--- src/rtl/instr_encoder_loader.sv ---
// instr_encoder_loader: packs RV32I instruction fields into 32-bit words.
// Encoded words pass through a small FIFO. They are then written sequentially
// into instruction memory over a valid/ready write port.
// Optional build macro: ENC_RANGE_CHECK_EN. When it is defined, bundles whose
// immediate does not fit the format are dropped and err_range is raised.
module instr_encoder_loader #(
    parameter int ADDR_W     = 8,
    parameter int FIFO_DEPTH = 4,
    parameter int BASE_ADDR  = 0
) (
    input  logic              clk,
    input  logic              reset_n,
    input  logic              clear,
    input  logic              in_valid,
    output logic              in_ready,
    input  logic              in_last,
    input  logic [2:0]        in_fmt,
    input  logic [6:0]        in_op,
    input  logic [2:0]        in_funct3,
    input  logic              in_funct7b5,
    input  logic [4:0]        in_rd,
    input  logic [4:0]        in_rs1,
    input  logic [4:0]        in_rs2,
    input  logic [31:0]       in_imm,
    output logic              wr_valid,
    input  logic              wr_ready,
    output logic [ADDR_W-1:0] wr_addr,
    output logic [31:0]       wr_data,
    output logic [ADDR_W:0]   wr_count,
    output logic              done,
    output logic              err_fmt,
    output logic              err_range,
    output logic              wrapped
);

    localparam int PTR_W = $clog2(FIFO_DEPTH);
    localparam logic [ADDR_W-1:0] BASE = BASE_ADDR[ADDR_W-1:0];

    typedef enum logic [1:0] {ST_RUN, ST_DRAIN, ST_DONE} state_t;

    state_t              state_q, state_d;
    logic [PTR_W:0]      wr_ptr_q, wr_ptr_d, rd_ptr_q, rd_ptr_d;
    logic [ADDR_W-1:0]   addr_q, addr_d;
    logic [ADDR_W:0]     count_q, count_d;
    logic                err_fmt_q, err_fmt_d, err_range_q, err_range_d;
    logic                wrapped_q, wrapped_d;
    logic [31:0]         mem_q [FIFO_DEPTH];

    logic        full, empty, accept, push, pop;
    logic        fmt_ok, range_bad, is_shift;
    logic [31:0] enc_word;

    // Extra pointer bit distinguishes full from empty when the indices match.
    assign empty    = (wr_ptr_q == rd_ptr_q);
    assign full     = (wr_ptr_q[PTR_W] != rd_ptr_q[PTR_W]) &&
                      (wr_ptr_q[PTR_W-1:0] == rd_ptr_q[PTR_W-1:0]);
    // Uses the registered full flag, so a pop in the same cycle does not free a slot for a push.
    assign in_ready = (state_q == ST_RUN) && !full;
    assign accept   = in_valid && in_ready;
    assign push     = accept && fmt_ok && !range_bad && !clear;
    assign pop      = !empty && wr_ready && !clear;
    assign is_shift = (in_op == 7'b0010011) && (in_funct3[1:0] == 2'b01);

    assign wr_valid  = !empty;
    assign wr_data   = mem_q[rd_ptr_q[PTR_W-1:0]];
    assign wr_addr   = addr_q;
    assign wr_count  = count_q;
    assign done      = (state_q == ST_DONE);
    assign err_fmt   = err_fmt_q;
    assign err_range = err_range_q;
    assign wrapped   = wrapped_q;

    // Field packing for each instruction format.
    always_comb begin
        enc_word = 32'd0;
        fmt_ok   = 1'b1;
        case (in_fmt)
            3'b000: begin
                if (is_shift)
                    enc_word = {1'b0, in_funct7b5, 5'b0, in_imm[4:0], in_rs1, in_funct3, in_rd, in_op};
                else
                    enc_word = {in_imm[11:0], in_rs1, in_funct3, in_rd, in_op};
            end
            3'b001: enc_word = {in_imm[11:5], in_rs2, in_rs1, in_funct3, in_imm[4:0], in_op};
            3'b010: enc_word = {in_imm[12], in_imm[10:5], in_rs2, in_rs1, in_funct3,
                                in_imm[4:1], in_imm[11], in_op};
            3'b011: enc_word = {in_imm[20], in_imm[10:1], in_imm[11], in_imm[19:12], in_rd, in_op};
            3'b100: enc_word = {in_imm[31:12], in_rd, in_op};
            3'b101: enc_word = {1'b0, in_funct7b5, 5'b0, in_rs2, in_rs1, in_funct3, in_rd, in_op};
            default: fmt_ok = 1'b0;
        endcase
    end

`ifdef ENC_RANGE_CHECK_EN
    logic fits12, fits13, fits21;
    // Signed fit means every bit from the sign position up has the same value.
    assign fits12 = (&in_imm[31:11]) || !(|in_imm[31:11]);
    assign fits13 = (&in_imm[31:12]) || !(|in_imm[31:12]);
    assign fits21 = (&in_imm[31:20]) || !(|in_imm[31:20]);

    // Immediate legality per format; a failing bundle is consumed but not pushed.
    always_comb begin
        range_bad = 1'b0;
        case (in_fmt)
            3'b000:  range_bad = is_shift ? (|in_imm[11:5]) : !fits12;
            3'b001:  range_bad = !fits12;
            3'b010:  range_bad = !fits13 || in_imm[0];
            3'b011:  range_bad = !fits21 || in_imm[0];
            3'b100:  range_bad = |in_imm[11:0];
            default: range_bad = 1'b0;
        endcase
    end
`else
    assign range_bad = 1'b0;
`endif

    // Next-state logic: FIFO pointers, write address/count, sticky flags and FSM.
    always_comb begin
        state_d     = state_q;
        wr_ptr_d    = wr_ptr_q;
        rd_ptr_d    = rd_ptr_q;
        addr_d      = addr_q;
        count_d     = count_q;
        err_fmt_d   = err_fmt_q;
        err_range_d = err_range_q;
        wrapped_d   = wrapped_q;
        if (clear) begin
            state_d     = ST_RUN;
            wr_ptr_d    = '0;
            rd_ptr_d    = '0;
            addr_d      = BASE;
            count_d     = '0;
            err_fmt_d   = 1'b0;
            err_range_d = 1'b0;
            wrapped_d   = 1'b0;
        end else begin
            if (push)
                wr_ptr_d = wr_ptr_q + 1'b1;
            if (pop) begin
                rd_ptr_d = rd_ptr_q + 1'b1;
                addr_d   = addr_q + 1'b1;
                if (&addr_q)
                    wrapped_d = 1'b1;
                if (!(&count_q))
                    count_d = count_q + 1'b1;
            end
            if (accept && !fmt_ok)
                err_fmt_d = 1'b1;
            if (accept && fmt_ok && range_bad)
                err_range_d = 1'b1;
            case (state_q)
                ST_RUN:   if (accept && in_last) state_d = ST_DRAIN;
                ST_DRAIN: if (empty) state_d = ST_DONE;
                default:  state_d = ST_DONE;
            endcase
        end
    end

    // State registers with asynchronous active-low reset.
    always_ff @(posedge clk or negedge reset_n) begin
        if (!reset_n) begin
            state_q     <= ST_RUN;
            wr_ptr_q    <= '0;
            rd_ptr_q    <= '0;
            addr_q      <= BASE;
            count_q     <= '0;
            err_fmt_q   <= 1'b0;
            err_range_q <= 1'b0;
            wrapped_q   <= 1'b0;
        end else begin
            state_q     <= state_d;
            wr_ptr_q    <= wr_ptr_d;
            rd_ptr_q    <= rd_ptr_d;
            addr_q      <= addr_d;
            count_q     <= count_d;
            err_fmt_q   <= err_fmt_d;
            err_range_q <= err_range_d;
            wrapped_q   <= wrapped_d;
        end
    end

    // FIFO storage; contents need no reset because the pointers mark validity.
    always_ff @(posedge clk) begin
        if (push)
            mem_q[wr_ptr_q[PTR_W-1:0]] <= enc_word;
    end

endmodule

--- config.mk ---
export PLATFORM = sky130hd
export DESIGN_NAME = instr_encoder_loader
export DESIGN_NICKNAME = d
export VERILOG_FILES = /design/src/rtl/instr_encoder_loader.sv
export SDC_FILE = /design/constraint.sdc
export NUM_CORES = 1
export LEC_CHECK = 0
export BUFFER_PORTS_ARGS = -buffer_cell sky130_fd_sc_hd__buf_2
export CAP_MARGIN = 20
export CELL_PAD_IN_SITES_DETAIL_PLACEMENT = 1
export CELL_PAD_IN_SITES_GLOBAL_PLACEMENT = 1
export CORE_MARGIN = 4
export CORE_UTILIZATION = 35
export CTS_BUF_LIST = sky130_fd_sc_hd__clkbuf_8
export DETAILED_ROUTE_END_ITERATION = 12
export PLACE_DENSITY = 0.64
export SYNTH_ARGS = -nofsm -noshare
export SYNTH_HDL_FRONTEND = slang
export SYNTH_SLANG_ARGS = --single-unit
--- constraint.sdc ---
create_clock -name clk -period 3.3 [get_ports clk]
set_input_delay 0.33 -clock clk [delete_from_list [all_inputs] [get_ports clk]]
set_output_delay 0.33 -clock clk [all_outputs]
set_load 0.01 [all_outputs]
---- Yosys cells after proc, flatten, opt, wreduce, memory -nomap -nowiden ----
Memories as Yosys holds them, arrays and structs flattened.
Cells that the tools add are included.
word-level totals
  register bits after elaboration ......... 27
  RAM bits ................................ 128
  output and inout bits ................... 55
  memories kept ........................... 1
memory list
  memory  depth  bits a word  read ports  clocked after Yosys merged registers in  write ports  RTL line  source
  mem_q   4      32           1           0                                        1            47        logic [31:0] mem_q [FIFO_DEPTH];
operators by class
  add/subtract/negate cells ............... 4
  equal/unequal tests ..................... 15
  muxes and demuxes ....................... 23
  reductions and logical operators ........ 26
operators by type and width
  operator                                                          number
  32-bit case mux with 6 select lines                               1
  32-bit two-way mux                                                1
  9-bit two-way mux                                                 3
  8-bit two-way mux                                                 2
  3-bit two-way mux                                                 4
  1-bit logical AND                                                 10
  9-bit by 1-bit adder with 9-bit output (second input constant)    1
  9-bit AND reduction                                               1
  8-bit by 1-bit adder with 8-bit output (second input constant)    1
  1-bit two-way mux                                                 8
  8-bit AND reduction                                               1
  2-bit nonzero test                                                4
  7-bit by 5-bit == test with 1-bit output (second input constant)  1
  3-bit by 1-bit adder with 3-bit output (second input constant)    2
  3-bit by 2-bit == test with 1-bit output (second input constant)  2
  3-bit == test (second input constant)                             2
  2-bit two-way mux                                                 3
  2-bit AND reduction                                               3
  6-bit OR reduction                                                1
  2-bit by 1-bit == test with 1-bit output (second input constant)  2
  1-bit logical NOT                                                 4
  2-bit case mux with 2 select lines                                1
  3-bit by 1-bit == test with 1-bit output (second input constant)  1
  3-bit == test                                                     1
  8 further kinds                                                   8

---- Longest topological paths before layout ----
Gate-level depths: netlist of the first run.
  word-level depth ........................ 9
  depth in mapped cells ................... 7

---- Least setup slack after synthesis of the first run ----
OpenSTA, ideal clock, no wires.
  kind .................................... register to register
  start point ............................. reg wr_ptr_q[2]
  end point ............................... mem mem_q[3][0], enable pin
  setup time .............................. 0.392 ns
  arrival ................................. 2.221 ns
  data required time ...................... 2.908 ns
  setup slack ............................. 0.687 ns
  stages on the path, launching flop included .. 5
  buffers on the path ..................... 0
  period minus slack after synthesis ...... 2.613 ns
  cell sequence ........................... dfrtp_1 > xnor2_1 > nor3_2 > nor4b_1 > and2_1
between the ends
  cells in the longest elaborated chain, start to end .. 9
ends and longest elaborated chain
  item                                     RTL line  source
  start: declaration                       42        logic [PTR_W:0] wr_ptr_q, wr_ptr_d, rd_ptr_q, rd_ptr_d;
  start signal: assignment                 172       wr_ptr_q <= wr_ptr_d;
  1-bit != test                            55        assign full = (wr_ptr_q[PTR_W] != rd_ptr_q[PTR_W]) &&
  1-bit logical AND                        55
  1-bit logical NOT                        58        assign in_ready = (state_q == ST_RUN) && !full;
  1-bit logical AND                        58
  1-bit logical AND                        59        assign accept = in_valid && in_ready;
  1-bit logical AND                        --
  1-bit logical AND                        60        assign push = accept && fmt_ok && !range_bad && !clear;
  1-bit two-way mux                        184       if (push)
  1-bit two-way mux (implied by the code)  185       mem_q[wr_ptr_q[PTR_W-1:0]] <= enc_word;
  end: declaration                         47
Every way passes these cells.

---- Worst setup path after layout of the first run ----
  start point ............................. reg wr_ptr_q[2]
  end point ............................... mem mem_q[2][13], enable pin
Same word-level chain as after synthesis.

==> flow_summary.yaml, run 1 <==
outcome:
  status: "completed"
timing:
  slew_violations: 0
  final-setup-viol-count: 0
  max_slew_margin_pct: 34.3
  finalCritPeriodShare_pct: 79.0
  worst_pin_slew_ns: 0.984
  clock.fmax_mhz: 384
  rsz0062_at_grt: "no"
  finClkSkew_ns: 0.0141
  finalSetupTns_ns: 0
  period_needed_ns: 2.61
  hold_viol_final: 0
  worst_slack_ns: 0.694
yosys:
  syn_area_per_cell_um2: 15.1
  syn_inst: 465
  ys_warn_count: 0
  ys.flop_type: "edfxtp_1"
  async_flop_share_pct: 17.4
  synth_enable_flop_cells: 128
  synth_top_area_share_pct: 54.8
  ys_seq_elements: 155
  yosysTopAreaCell: "edfxtp_1"
  syn_area_um2: 7010
  syn-num-nets: 540
  yosys-top-cells-area: "edfxtp_1 55%, mux4_2 10%, dfrtp_1 9.6%"
  seq_area_frac_synth_pct: 64.5
  synth.distinct_cells: 50
min_path:
  hold_end: "wr_addr[1]"
  hold_depth: 3
  min_path_type: "input port to flip-flop"
  holdCritStartpoint: "wr_ready"
worst_setup_path:
  crit_path_end_kind: "flip-flop"
  r2r-end: "mem_q[2][13]"
  critPathBufInv: 1
  required_ns: 3.37
  r2r_setup_slack_ns: 0.69
  path_cells: "xnor2_1 -> nor3_2 -> nor4b_1 -> and2_2 -> buf_4"
  startpoint: "wr_ptr_q[2]"
  startpoint_type: "flip-flop"
  cp_top_family: "simple AND/OR/NAND/NOR gates"
  slowest_delay_ns: 0.51
  arrival_ns: 2.68
  r2r_start: "wr_ptr_q[2]"
  worstSetupPathType: "flip-flop to flip-flop"
  r2r_cells: 5
  worstPathMaxFanout: 32
  cpMaxStageDelayCell: "xnor2_1"
clocking:
  cts.root.buffer_cell: "clkbuf_8"
  postCtsHoldBufs: 1
  htreeDepth: 4
  cts_setup_buffers: 0
  clkTransAtPathRegs_ns: 0.08
  numClockSinks: 155
  clk_latency_ns: 0.44
  clockBufferDepth: 2
  cts-resized-gates: 0
  cts_tree: "done"
  cts_made_buffers: 17
power:
  p_sw_share_pct: 27.0
  power.total_mw: 4.68
  combPwrFrac_pct: 19.3
  power.clock.fraction_pct: 32.7
  pwr-share-seq_pct: 47.9
  power_leakage_nw: 3.02
  vdd_drop_max_uv: 236
  p_per_area_nw_per_um2: 560
  p_int_mw: 3.42
  p_switching_mw: 1.26
place:
  dp_slack_ns: 0.698
  dp_cells: 832
  io_buffers: 120
  routabilityCongestion: 0.797
  dp_hpwl_mm: 12.1
finish:
  layout-drive-gt1-share_pct: 35.7
  mostFrequentLayoutCells: "128 x edfxtp_1, 120 x buf_2, 34 x a21oi_1"
  final_cells: 865
  syn_to_final_growth_pct: 19.2
  finalNetCount: 662
  final_common_cell: "edfxtp_1"
  num_antenna_cells: 0
  nFillCells: 2073
  final_util_pct: 42.7
die:
  die_area_um2: 22400
  pin_count: 122
  die_y_um: 150
  core_area_um2: 19600
  rows: 51
  die_w_um: 150
  start_util_pct: 35.8
detailed_routing:
  num_vias: 4475
  viasPerCell: 5.17
  wirelength_mm: 17.3
  ant_nets: 0
  dr.pass1.iters: 4
  drc_errors: 0
  first_iter_violations: 217
  post_drt_wl_per_cell_um: 20.0
grt:
  antenna_found_initial: 0
  overflow: 0
  grt_pass1_vias: 4864
  grt_pass1_wl_mm: 27.5
  grt_max_degree: 37
  track_usage_pct: 16.1
flow_run:
  max_cap_violations: 0
flip-flops by register name (all words and copies together) (netlist names):
signal	cells
rd_ptr_q	3
wrapped	1
err_fmt	1
wr_ptr_q	3
mem_q	128
wr_count	9
wr_addr	8
state_q	2
worst reg2reg max path, delay by kind of cell (launching register included):
kind | cells | cell delay (ns)
simple gates | 3 | 0.87
xor+xnor | 1 | 0.51
buf+inv | 1 | 0.43
flops | 1 | 0.42
final cells by class:
type	instances	area, um2	area share (%)
sequential	155	4520	54.1
multi-input combinational	273	2330	27.9
tap	265	332	3.97
timing repair buffer	131	711	8.50
clock inverter	15	198	2.37
inverter	9	33.8	0.404
clock buffer	17	234	2.80
power by group through the flow:
| stage | Clock [mW] | Sequential (mW) | Combinational, mW |
|---|---|---|---|
| 6_report | 1.53 | 2.24 | 0.905 |
| 5_1_grt | 1.66 | 2.25 | 1.00 |
| 4_1_cts | 1.58 | 2.25 | 0.931 |
| 3_5_place_dp | 0 | 2.29 | 0.925 |
| 3_3_place_gp | 0 | 2.28 | 0.909 |
| 2_1_floorplan | 0 | 2.28 | 0.597 |
worst max path at each step:
stage	cells after the start	end	slack (ns)
finish	5	mem_q[2][13]	0.69
floorplan	4	mem_q[3][0]	0.69
detailed placement	5	mem_q[2][14]	0.70
global placement	5	mem_q[3][14]	0.73
global route	5	mem_q[2][13]	0.33
CTS	4	wr_valid	0.62
stage by stage:
| stage | instance area (um2) | hold WS, ns |
|---|---|---|
| finish | 8360 | 0.215 |
| global route | 8360 | 0.195 |
| CTS | 8360 | 0.186 |
| detailed placement | 7920 | 0.386 |
| global placement | 7920 | 0.382 |
| floorplan | 7010 | 0.0344 |
cells by family (layout without fill, tap and decap cells):
| kind of cell | after synthesis | count (layout) | synth area share, % |
|---|---|---|---|
| AO/OA/AOI/OAI | 91 | 91 | 8.73 |
| XOR/XNOR | 10 | 10 | 1.25 |
| adder cells (fa/ha/maj) | 8 | 8 | 1.43 |
| buffers and inverters | 37 | 172 | 2.39 |
| flip-flops | 155 | 155 | 64.5 |
| multiplexers | 48 | 48 | 12.7 |
| other | 1 | 1 | 0.0535 |
| AND/OR/NAND/NOR | 115 | 115 | 8.94 |
per-layer routing:
layer	GRT usage (%)	routed length, um
met4	4.53	241
met1	22.3	7890
met5	0	0
met2	25.4	8320
met3	4.21	835
cell usage after synthesis, types with 3 or more instances:
library cell / n
mux2_2: 9
buf_2: 5
mux2i_1: 6
edfxtp_1: 128
nand2b_1: 4
xnor2_1: 5
a31oi_1: 7
nand2_1: 17
a22oi_1: 5
clkbuf_1: 15
nand3_1: 9
a221oi_1: 8
a22o_1: 5
mux4_2: 32
inv_1: 9
o21ai_0: 15
a211oi_1: 5
nor3_1: 6
xor2_1: 5
o31ai_1: 3
a21oi_1: 34
nor2_1: 25
buf_4: 4
or4_1: 3
buf_1: 3
dfrtp_1: 27
nand4_1: 3
or3_1: 5
nor2b_1: 18
and2_1: 11
ha_1: 8
nor4_1: 4
Note: power is estimated with default switching activity, not from simulation.
==> inputs of run 2 (changes only) <==
--- a/config.mk
+++ b/config.mk
@@ -5,6 +5,7 @@
 export SDC_FILE = /design/constraint.sdc
 export NUM_CORES = 1
 export LEC_CHECK = 0
+export ABC_AREA = 1
 export BUFFER_PORTS_ARGS = -buffer_cell sky130_fd_sc_hd__buf_2
 export CAP_MARGIN = 20
 export CELL_PAD_IN_SITES_DETAIL_PLACEMENT = 1
@@ -13,7 +14,7 @@
 export CORE_UTILIZATION = 35
 export CTS_BUF_LIST = sky130_fd_sc_hd__clkbuf_8
 export DETAILED_ROUTE_END_ITERATION = 12
-export PLACE_DENSITY = 0.64
+export PLACE_DENSITY = 0.7
 export SYNTH_ARGS = -nofsm -noshare
 export SYNTH_HDL_FRONTEND = slang
 export SYNTH_SLANG_ARGS = --single-unit
==> constraint.sdc (replaced) <==
create_clock -name clk -period 2.3 [get_ports clk]
set_input_delay 0.23 -clock clk [delete_from_list [all_inputs] [get_ports clk]]
set_output_delay 0.23 -clock clk [all_outputs]
set_load 0.01 [all_outputs]
==> run 2 against run 1 <==
Cell count rose by 26%. First-iteration DRC count grew 26%. Worst setup slack got worse by 0.58 ns. Critical path depth unchanged. Largest power group unchanged. Hold slack worse by 0.12 ns. Synthesized cell count up 48%. Via count increased by 22%. Final area increased by 1.8%. Routed wire length is 13% higher. Die area increased by 0.54%.
==> flow_summary.yaml, run 2 <==
detailed_routing:
  num_vias: 5456
  ant_nets: 0
  dr.pass1.iters: 4
  wirelength_mm: 19.6
  post_drt_wl_per_cell_um: 17.9
  drc_errors: 0
  first_iter_violations: 274
  viasPerCell: 4.99
worst_setup_path:
  startpoint_type: "flip-flop"
  required_ns: 2.07
  path_cells: "inv_2 -> buf_12 -> o21ai_0 -> o22ai_1 -> buf_2"
  worstPathMaxFanout: 66
  worstSetupPathType: "flip-flop to primary output"
  slowest_delay_ns: 0.44
  crit_path_end_kind: "primary output"
  arrival_ns: 1.95
  cpMaxStageDelayCell: "dfrtp_2"
  r2r_cells: 9
grt:
  grt_pass1_vias: 5788
  grt_max_degree: 67
  antenna_found_initial: 0
  grt_pass1_wl_mm: 31.0
  track_usage_pct: 18.1
  overflow: 0
timing:
  period_needed_ns: 2.18
  finClkSkew_ns: 0.0123
  clock.fmax_mhz: 458
  max_slew_margin_pct: 58.3
  rsz0062_at_grt: "no"
  worst_pin_slew_ns: 0.626
  holdWs_ns: 0.0928
  slew_violations: 0
  hold_viol_final: 0
  worst_slack_ns: 0.118
  final-setup-viol-count: 0
  finalCritPeriodShare_pct: 94.9
clocking:
  numClockSinks: 155
  clkTransAtPathRegs_ns: 0.08
  htreeDepth: 4
  cts_tree: "done"
  cts.root.buffer_cell: "clkbuf_8"
  clk_latency_ns: 0.45
  clockBufferDepth: 2
  cts_setup_buffers: 0
  cts_made_buffers: 17
finish:
  final_util_pct: 43.3
  syn_to_final_growth_pct: 20.7
  layout-drive-gt1-share_pct: 22.1
  final_area_um2: 8510
  mostFrequentLayoutCells: "128 x edfxtp_1, 127 x nand2_1, 120 x buf_2"
  nFillCells: 2293
  num_antenna_cells: 0
  final_common_cell: "edfxtp_1"
  finalNetCount: 891
  largest_reg_flops: 128
place:
  dp_slack_ns: 0.211
  dp_hpwl_mm: 13.5
  io_buffers: 120
  dpl_cell_area_um2: 8040
  routabilityCongestion: 0.804
yosys:
  synth.distinct_cells: 36
  syn_area_um2: 7050
  synth_enable_flop_cells: 128
  ys.flop_type: "edfxtp_1"
  syn_area_per_cell_um2: 10.2
  synthTopCellsByCount: "128 x edfxtp_1, 127 x nand2_1, 99 x nor2_1, 85 x o21ai_0, 61 x inv_1"
  seq_area_frac_synth_pct: 64.1
  yosysTopAreaCell: "edfxtp_1"
  yosysMostFrequentCell: "edfxtp_1"
  synth_top_area_share_pct: 54.5
  syn-num-nets: 764
  syn_inst: 689
  yosys-top-cells-area: "edfxtp_1 55%, dfrtp_1 9.6%, nand2_1 6.8%"
  async_flop_share_pct: 17.4
  ys_warn_count: 0
  ys_seq_elements: 155
min_path:
  min_path_type: "input port to flip-flop"
  hold_depth: 3
power:
  p_per_area_nw_per_um2: 882
  power_leakage_nw: 3.55
  vdd_drop_max_uv: 338
flow_run:
  max_cap_violations: 0
outcome:
  status: "completed"
die:
  rows: 51
  core_area_um2: 19700
  die_w_um: 150
  die_y_um: 150
  die_area_um2: 22500
  pin_count: 122
  start_util_pct: 35.9
==> run 2: cell types whose count changed in the layout (fill, tap and decap cells not counted), sizes merged, moves of 32 or more <==
cell / delta
a21oi: -32
inv: +55
mux4: -32
nand2: +114
nand3: +33
nor2: +74
o21ai: +78
o22ai: +32
==> run 2: stage by stage <==
stage / cells / TNS (ns) / power [mW]
2_1_floorplan: 689 / -11.11 / 4.48
3_3_place_gp: 1061 / 0 / 5.25
3_5_place_dp: 1061 / 0 / 5.29
4_1_cts: 1093 / 0 / 7.58
5_1_grt: 1093 / 0 / 7.93
6_report: 1093 / 0 / 7.50
==> run 2: logic make-up after synthesis <==
group | after synthesis | share of synthesized area (%)
buf+inv | 92 | 5.18
other cells | 1 | 0.0532
xor+xnor | 7 | 0.870
compound gates | 135 | 10.5
fa+ha+maj | 8 | 1.42
simple gates | 291 | 17.9
flops | 155 | 64.1
==> run 2: power breakdown <==
group,internal (mW),switching (mW)
Combinational,0.620,1.28
Sequential,3.24,0.0894
Clock,1.27,0.998
Total,5.13,2.37
==> run 2: layer usage <==
| layer | wire length [um] | GRT usage (%) | up-vias |
|---|---|---|---|
| li1 | - | - | 2638 |
| met1 | 8580 | 23.0 | 2673 |
| met2 | 9750 | 31.0 | 128 |
| met3 | 976 | 3.60 | 17 |
| met4 | 255 | 5.63 | 0 |
| met5 | 0 | 0 | - |
==> run 2: repair_timing <==
item,4_1_cts,5_1_grt
pin swaps,0,0
hold buffers,1,0
resized for setup,1,6
hold endpoints to repair,27,0
endpoints found under the setup margin,16,7
==> run 2: critical path, delay by kind of cell, from the launching register on <==
family	cells	cell delay (ns)
compound gates	2	0.47
buf+inv	3	0.54
flops	1	0.44
==> run 2: area by class of cell <==
class / instances / area, um2 / area share [%]
Sequential cell: 155 / 4520 / 53.1
Multi-Input combinational cell: 442 / 2200 / 25.9
Timing Repair Buffer: 135 / 773 / 9.08
Tap cell: 265 / 332 / 3.90
Inverter: 65 / 244 / 2.87
Clock buffer: 17 / 234 / 2.75
Clock inverter: 14 / 204 / 2.40
==> run 2: final timing paths <==
kind                              from            to  slack [ns]
setup / recovery           rd_ptr_q[0]   wr_data[27]        0.12
hold / removal                 in_last    state_q[0]        0.09
setup reg to reg           wr_ptr_q[0]  mem_q[1][25]        0.27
hold reg to reg                wrapped       wrapped        0.47
max in group asynchronous      reset_n   rd_ptr_q[0]        1.51
min in group asynchronous      reset_n   wr_count[3]        0.32
